--- src/rtl/z80_exec_if.sv ---
// Micro-op handshake bundle between the instruction sequencer and the execute stage.
interface z80_exec_if;
    logic       in_valid;
    logic       in_ready;
    logic [4:0] in_op;
    logic [2:0] in_dst;
    logic [2:0] in_src;
    logic [7:0] in_imm;
    logic       in_use_imm;
    logic       in_wide;
    logic       in_wb;
    logic [7:0] in_fmask;

    modport master (
        output in_valid, in_op, in_dst, in_src, in_imm, in_use_imm, in_wide, in_wb, in_fmask,
        input  in_ready
    );

    modport slave (
        input  in_valid, in_op, in_dst, in_src, in_imm, in_use_imm, in_wide, in_wb, in_fmask,
        output in_ready
    );
endinterface

--- src/rtl/z80_exec.sv ---
// Z80-style execute stage: register file, flag register and a 3-cycle
// accept/execute/writeback sequencer around an external ALU.
//
// state  | meaning
// S_IDLE | ready for a micro-op; done pulses here after a writeback
// S_EXEC | operands on the ALU bus, ALU result captured at the closing edge
// S_WB   | captured result and flags committed at the closing edge
module z80_exec #(
    parameter logic [15:0] SP_RESET = 16'hFFFE
) (
    input  logic        clk,
    input  logic        rst_n,
    z80_exec_if.slave   uop,
    output logic [4:0]  alu_op,
    output logic [15:0] alu_a,
    output logic [15:0] alu_b,
    output logic [3:0]  alu_f,
    input  logic [15:0] alu_d,
    input  logic [3:0]  alu_nf,
    input  logic [2:0]  rd_addr,
    output logic [7:0]  rd_data,
    input  logic [1:0]  rd_pair_sel,
    output logic [15:0] rd_pair,
    output logic [3:0]  flags,
    output logic        done
);

    typedef enum logic [1:0] {S_IDLE, S_EXEC, S_WB} state_t;

    state_t      r_state;
    state_t      w_next;

    logic [7:0]  r_regs [0:7];
    logic [15:0] r_sp;
    logic [3:0]  r_f;

    logic [2:0]  r_dst;
    logic        r_wide;
    logic        r_wb;
    logic [7:0]  r_fmask;
    logic [4:0]  r_alu_op;
    logic [15:0] r_alu_a;
    logic [15:0] r_alu_b;
    logic [15:0] r_d;
    logic [3:0]  r_nf;
    logic        r_done;

    logic [7:0]  w_reg  [0:7];
    logic [15:0] w_pair [0:3];
    logic        w_accept;
    logic [15:0] w_opa;
    logic [15:0] w_opb;

    // Index 6 is the (HL) slot in the Z80 encoding; here it reads as zero.
    always_comb begin
        for (int i = 0; i < 8; i++) w_reg[i] = r_regs[i];
        w_reg[6] = 8'h00;
    end

    assign w_pair[0] = {r_regs[0], r_regs[1]};
    assign w_pair[1] = {r_regs[2], r_regs[3]};
    assign w_pair[2] = {r_regs[4], r_regs[5]};
    assign w_pair[3] = r_sp;

    assign uop.in_ready = (r_state == S_IDLE);
    assign w_accept     = uop.in_valid && (r_state == S_IDLE);

    // Registers cannot change between accept and EXEC, so operands are sampled at accept.
    assign w_opa = uop.in_wide ? w_pair[uop.in_dst[2:1]] : {8'h00, w_reg[uop.in_dst]};
    assign w_opb = uop.in_wide ? w_pair[uop.in_src[2:1]]
                               : {8'h00, (uop.in_use_imm ? uop.in_imm : w_reg[uop.in_src])};

    assign alu_op  = r_alu_op;
    assign alu_a   = r_alu_a;
    assign alu_b   = r_alu_b;
    assign alu_f   = r_f;
    assign rd_data = w_reg[rd_addr];
    assign rd_pair = w_pair[rd_pair_sel];
    assign flags   = r_f;
    assign done    = r_done;

    function automatic logic flag_next(input logic [1:0] mode, input logic cur,
                                       input logic alu, input logic alu_ok);
        case (mode)
            2'b00:   flag_next = cur;
            2'b01:   flag_next = alu_ok ? alu : cur;
            2'b10:   flag_next = 1'b0;
            default: flag_next = 1'b1;
        endcase
    endfunction

    always_comb begin
        w_next = r_state;
        case (r_state)
            S_IDLE:  if (uop.in_valid) w_next = S_EXEC;
            S_EXEC:  w_next = S_WB;
            S_WB:    w_next = S_IDLE;
            default: w_next = S_IDLE;
        endcase
    end

    always_ff @(posedge clk or negedge rst_n) begin
        if (!rst_n) r_state <= S_IDLE;
        else        r_state <= w_next;
    end

    always_ff @(posedge clk or negedge rst_n) begin
        if (!rst_n) begin
            for (int i = 0; i < 8; i++) r_regs[i] <= 8'h00;
            r_sp     <= SP_RESET;
            r_f      <= 4'h0;
            r_dst    <= 3'd0;
            r_wide   <= 1'b0;
            r_wb     <= 1'b0;
            r_fmask  <= 8'h00;
            r_alu_op <= 5'd0;
            r_alu_a  <= 16'h0000;
            r_alu_b  <= 16'h0000;
            r_d      <= 16'h0000;
            r_nf     <= 4'h0;
            r_done   <= 1'b0;
        end else begin
            r_done <= (r_state == S_WB);
            if (w_accept) begin
                r_dst    <= uop.in_dst;
                r_wide   <= uop.in_wide;
                r_wb     <= uop.in_wb;
                r_fmask  <= uop.in_fmask;
                r_alu_op <= uop.in_op;
                r_alu_a  <= w_opa;
                r_alu_b  <= w_opb;
            end
            if (r_state == S_EXEC) begin
                r_d  <= alu_d;
                r_nf <= alu_nf;
            end
            if (r_state == S_WB) begin
                if (r_wb) begin
                    if (r_wide) begin
                        case (r_dst[2:1])
                            2'd0: begin r_regs[0] <= r_d[15:8]; r_regs[1] <= r_d[7:0]; end
                            2'd1: begin r_regs[2] <= r_d[15:8]; r_regs[3] <= r_d[7:0]; end
                            2'd2: begin r_regs[4] <= r_d[15:8]; r_regs[5] <= r_d[7:0]; end
                            default: r_sp <= r_d;
                        endcase
                    end else if (r_dst != 3'd6) begin
                        r_regs[r_dst] <= r_d[7:0];
                    end
                end
                // N never takes the ALU value: mode 01 on N acts as keep.
                r_f[3] <= flag_next(r_fmask[7:6], r_f[3], r_nf[3], 1'b1);
                r_f[2] <= flag_next(r_fmask[5:4], r_f[2], r_nf[2], 1'b0);
                r_f[1] <= flag_next(r_fmask[3:2], r_f[1], r_nf[1], 1'b1);
                r_f[0] <= flag_next(r_fmask[1:0], r_f[0], r_nf[0], 1'b1);
            end
        end
    end

endmodule

--- src/flat_wrapper.sv ---
// flat-port wrapper written by rule: the top's interface ports become plain ports
module z80_exec_flat 
#(
    parameter logic [15:0] SP_RESET = 16'hFFFE
)
  (clk, rst_n, alu_op, alu_a, alu_b, alu_f, alu_d, alu_nf, rd_addr, rd_data, rd_pair_sel, rd_pair, flags, done, uop_in_valid, uop_in_op, uop_in_dst, uop_in_src, uop_in_imm, uop_in_use_imm, uop_in_wide, uop_in_wb, uop_in_fmask, uop_in_ready);
  z80_exec_if uop_i ();
  input  logic clk;
  input  logic rst_n;
  output logic [4:0] alu_op;
  output logic [15:0] alu_a;
  output logic [15:0] alu_b;
  output logic [3:0] alu_f;
  input  logic [15:0] alu_d;
  input  logic [3:0] alu_nf;
  input  logic [2:0] rd_addr;
  output logic [7:0] rd_data;
  input  logic [1:0] rd_pair_sel;
  output logic [15:0] rd_pair;
  output logic [3:0] flags;
  output logic done;
  input wire logic [$bits(uop_i.in_valid)-1:0] uop_in_valid;
  input wire logic [$bits(uop_i.in_op)-1:0] uop_in_op;
  input wire logic [$bits(uop_i.in_dst)-1:0] uop_in_dst;
  input wire logic [$bits(uop_i.in_src)-1:0] uop_in_src;
  input wire logic [$bits(uop_i.in_imm)-1:0] uop_in_imm;
  input wire logic [$bits(uop_i.in_use_imm)-1:0] uop_in_use_imm;
  input wire logic [$bits(uop_i.in_wide)-1:0] uop_in_wide;
  input wire logic [$bits(uop_i.in_wb)-1:0] uop_in_wb;
  input wire logic [$bits(uop_i.in_fmask)-1:0] uop_in_fmask;
  output wire logic [$bits(uop_i.in_ready)-1:0] uop_in_ready;
  assign uop_i.in_valid = uop_in_valid;
  assign uop_i.in_op = uop_in_op;
  assign uop_i.in_dst = uop_in_dst;
  assign uop_i.in_src = uop_in_src;
  assign uop_i.in_imm = uop_in_imm;
  assign uop_i.in_use_imm = uop_in_use_imm;
  assign uop_i.in_wide = uop_in_wide;
  assign uop_i.in_wb = uop_in_wb;
  assign uop_i.in_fmask = uop_in_fmask;
  assign uop_in_ready = uop_i.in_ready;
  z80_exec #(.SP_RESET(SP_RESET)) u_core (.clk(clk), .rst_n(rst_n), .uop(uop_i), .alu_op(alu_op), .alu_a(alu_a), .alu_b(alu_b), .alu_f(alu_f), .alu_d(alu_d), .alu_nf(alu_nf), .rd_addr(rd_addr), .rd_data(rd_data), .rd_pair_sel(rd_pair_sel), .rd_pair(rd_pair), .flags(flags), .done(done));
endmodule
--- config.mk ---
export PLATFORM = sky130hd
export DESIGN_NAME = z80_exec_flat
export DESIGN_NICKNAME = d
export VERILOG_FILES = /design/src/rtl/z80_exec_if.sv /design/src/rtl/z80_exec.sv /design/src/flat_wrapper.sv
export SDC_FILE = /design/constraint.sdc
export NUM_CORES = 1
export LEC_CHECK = 0
export CORE_ASPECT_RATIO = 0.75
export CORE_MARGIN = 8
export CORE_UTILIZATION = 59
export DETAILED_ROUTE_END_ITERATION = 10
export GPL_ROUTABILITY_DRIVEN = 1
export PLACE_DENSITY = 0.94
export SYNTH_ARGS = -nofsm -noshare
export SYNTH_HDL_FRONTEND = slang
export SYNTH_SLANG_ARGS = --single-unit
--- constraint.sdc ---
create_clock -name clk -period 3.35 [get_ports clk]
set_clock_uncertainty 0.15 [all_clocks]
set_input_delay 0.8375 -clock clk [delete_from_list [all_inputs] [get_ports clk]]
set_output_delay 0.8375 -clock clk [all_outputs]
set_load 0.005 [all_outputs]
==> results.txt <==
The run finished with clean final reports. A synthesized cell averages 10.6 sq um. The routability congestion estimate was 0.985. The final layout contains 958 nets. TritonCTS built the clock tree.

The run gives 18300 sq um as the total die area. The type of element launching the critical path is a primary input. STA classifies the critical path endpoint as an output pin.

The summed area of non-filler cells in the final layout came out at 10500 sq um. Among all cell types in the netlist, the one instantiated most often is sky130_fd_sc_hd__dfrtp_1. The sequential area share after synthesis was 0.444. Summing every instance area after synthesis gives 8380 sq um. The logs give 301 MHz for the upper clock frequency limit and 2 for the buffer depth of the longest clock path. In this run the power density over the cells is 742 nW/um^2. The standard-cell row count was 37; the proportion of layout cells with a drive suffix above 1 was 0.227. The repair_antennas step left the layout with diodes totalling 0.

The number of antenna violations at the first check in global routing came out at 0. The sequential cells in the finished layout cover a total of 3720 sq um. The count of buffers from port buffering came out at 127. The utilization after layout was 0.762. Sorting the synthesized cells by area gives the leading types as sky130_fd_sc_hd__dfrtp_1 40%, sky130_fd_sc_hd__mux4_2 15%, sky130_fd_sc_hd__mux2_2 7.1%. Setup violations remaining at the end of the flow were counted as 0. The critical path goes through clkdlybuf4s50_1 -> buf_12 -> mux4_2 -> clkdlybuf4s50_1. The wire length per cell came out at 26.8 um.

The post-layout minimum cycle time came out at 3330 ps. Across the run, the number of max-cap violations was 0. In this run the static leakage power is 4.51 nW. On the critical path, the stage with the largest delay is an instance of sky130_fd_sc_hd__clkdlybuf4s50_1. Path type of the worst setup path: primary input to output pin. The initial cell density of the core was 0.608. The total cell area at the placement stage was 9810 sq um. In the routed layout, each cell is associated on average with a via count of 7.00. The sink count of the clock tree came out at 148.

The number of design-rule violations left by the first detailed-router iteration is 1283, and the via count of the first global-routing pass is 7728. The cell occurring most often along the worst timing path was sky130_fd_sc_hd__clkdlybuf4s50_1. In the synthesized netlist, the number of instances is 788. The H-tree was split into 4 levels.

At the worst endpoint, the required time is 2360 ps. The top cell type by total area after synthesis was sky130_fd_sc_hd__dfrtp_1. The slew at the pin closest to its max-slew limit was 1010 ps; the detailed placement HPWL was 19.1 mm. The run gives 7615 as the number of vias after detailed routing. After synthesis, the netlist uses 48 different library cells. Counting flops with a built-in enable in the synthesized netlist gives 0.

The die span in x is 154 um, and the number of synthesized register bits is 148. The tools report the boundary pin count as 129. The run gives 0 as the antenna violation net count after detailed routing.

The clock slew at the register clock pins of the worst setup and hold paths is 70 ps, and the post-synthesis to final-layout area growth is 25.5%. Global router's overall resource usage: 0.320. The number of buffers created by CTS came out at 17. Setup repair after global routing left no endpoint under its margin. The share of synthesized registers carrying an async set or reset came out at 1.00. The area fraction of the dominant cell type after synthesis works out to 0.397. The final number of max-transition violations came out at 0. Entering global routing, the biggest net connects 63 pins. Ranked by instance count, the synthesized netlist is headed by 133 x sky130_fd_sc_hd__dfrtp_1, 127 x sky130_fd_sc_hd__nand2_1, 60 x sky130_fd_sc_hd__a21oi_1. For the number of hold-slack violations in the final timing report, the log shows 0. After global routing the overflow that remains totals 0. The die is 119 um tall.

Counting the fill cells in the layout gives 840. The tools report the root buffer cell as sky130_fd_sc_hd__clkbuf_16. VDD sags by at most 0.000461 V. During synthesis, Yosys emitted a total of 0 warnings. For the clock latency on the worst-skew pair, the log shows 420 ps. The DRC violation count after routing is 0.

The number of nets in the synthesized netlist is 846. The maximum cell stage delay along the critical path was 520 ps. For this run, the leading register cell type out of synthesis is sky130_fd_sc_hd__dfrtp_1. In the final layout, the multi-input gates occupy 4240 sq um. For this block, the routed nets add up to 29.2 mm of wire. In this run, post-CTS hold repair placed 0 buffers. The final period utilization is 0.993, and the first-pass GRT wire length is 45.1 mm. Path type of the worst min-delay path: primary input to async pin. The tools report the total core area as 13800 sq um. The first detailed-routing pass ran for 6 iterations.

Relative slew slack: 0.322. Along the worst path, the maximum fanout reaches 16. STA puts the critical path data arrival time at 2340 ps.
## worst max-delay path: cells and delay by family
family   cells  cell delay [ps]
mux          1              340
buf+inv      3             1160
## report_power, final
| group | switching (W) | internal [W] |
|---|---|---|
| sequential | 0.00107 | 0.00233 |
| clock | 0.000818 | 0.00115 |
| combinational | 0.00104 | 0.00139 |
## cell families (layout without fill, tap and decap cells)
kind of cell    Yosys count  count (layout)  synth area share
buf+inv                  86             211            0.0502
mux                     128             128             0.243
compound gates          200             200             0.146
flops                   148             148             0.444
simple gates            226             226             0.117
## repair_timing
| action | 4_1_cts | 5_1_grt |
|---|---|---|
| endpoints found under the setup margin | 24 | 12 |
| gates cloned | 2 | 0 |
| buffers inserted | 4 | 0 |
| gates resized for setup | 16 | 11 |
| pin swaps | 0 | 0 |
## sequential cells by signal, summed over array words and instances, names as in the netlist
signal and count:
u_core.r_fmask 8, u_core.r_sp 16, u_core.r_state 2, u_core.alu_f 4, u_core.r_nf 3, u_core.done 1
u_core.r_d 16, u_core.alu_op 5, u_core.r_regs 56, u_core.r_wide 1, u_core.r_wb 1, u_core.alu_b 16
u_core.r_dst 3, u_core.alu_a 16
## placed cells by master, fill, tap and decap left out, drive strengths merged, types with 5 or more instances in the layout
cell type | synthesis | routed
o21ai | 67 | 67
clkbuf | 24 | 20
nand2 | 128 | 128
inv | 14 | 19
dlygate4sd2 | 0 | 8
dlymetal6s2s | 0 | 7
dfrtp | 133 | 133
mux2i | 20 | 20
o22ai | 9 | 9
buf | 47 | 38
dfstp | 15 | 15
clkinvlp | 0 | 5
mux4 | 55 | 55
o211ai | 9 | 9
nor2 | 46 | 46
nor2b | 9 | 9
clkdlybuf4s50 | 0 | 108
nand3 | 20 | 20
a21oi | 60 | 60
and2 | 9 | 9
mux2 | 53 | 53
a31oi | 6 | 6
a22o | 15 | 15
a22oi | 9 | 9
a221oi | 7 | 7
## stage by stage
stage | hold slack [ps] | setup TNS (ps) | power [W] | setup WS [ps] | cells
5_1_grt | 275 | 0 | 0.00806 | 8.21 | 1088
3_3_place_gp | 305 | -5060 | 0.00550 | -327 | 1050
4_1_cts | 249 | 0 | 0.00765 | 5.78 | 1088
6_report | 233 | 0 | 0.00780 | 24.2 | 1088
3_5_place_dp | 312 | -5290 | 0.00564 | -339 | 1050
2_1_floorplan | 292 | 0 | 0.00424 | 465 | 788
## path summary, 6_finish.rpt
check / from / to / slack [ps] / depth (start not counted)
hold reg to reg: u_core.alu_op[2] / u_core.alu_op[2] / 320 / 2
hold / removal: rst_n / u_core.alu_b[1] / 230 / 1
setup / recovery: rd_pair_sel[1] / rd_pair[6] / 20 / 4
max in group asynchronous: rst_n / u_core.r_sp[13] / 2070 / 2
min in group clk: u_core.alu_op[2] / u_core.alu_op[2] / 320 / 2
setup reg to reg: u_core.r_state[1] / u_core.r_regs[0] / 570 / 4
## per-layer routing
layer | share of wire | GRT usage | vias up
li1 | - | - | 3098
met3 | 0.16 | 0.141 | 148
met2 | 0.42 | 0.466 | 703
met4 | 0.053 | 0.144 | 0
met5 | 0 | 0 | -
met1 | 0.36 | 0.407 | 3666
## area by class of cell
type / instances / share of cell area
Timing Repair Buffer: 164 / 0.159
Sequential cell: 148 / 0.354
Inverter: 15 / 0.00535
Clock inverter: 12 / 0.0137
Multi-Input combinational cell: 554 / 0.403
Tap cell: 175 / 0.0208
Clock buffer: 20 / 0.0434
No activity file was read; power rests on OpenSTA's default activity.
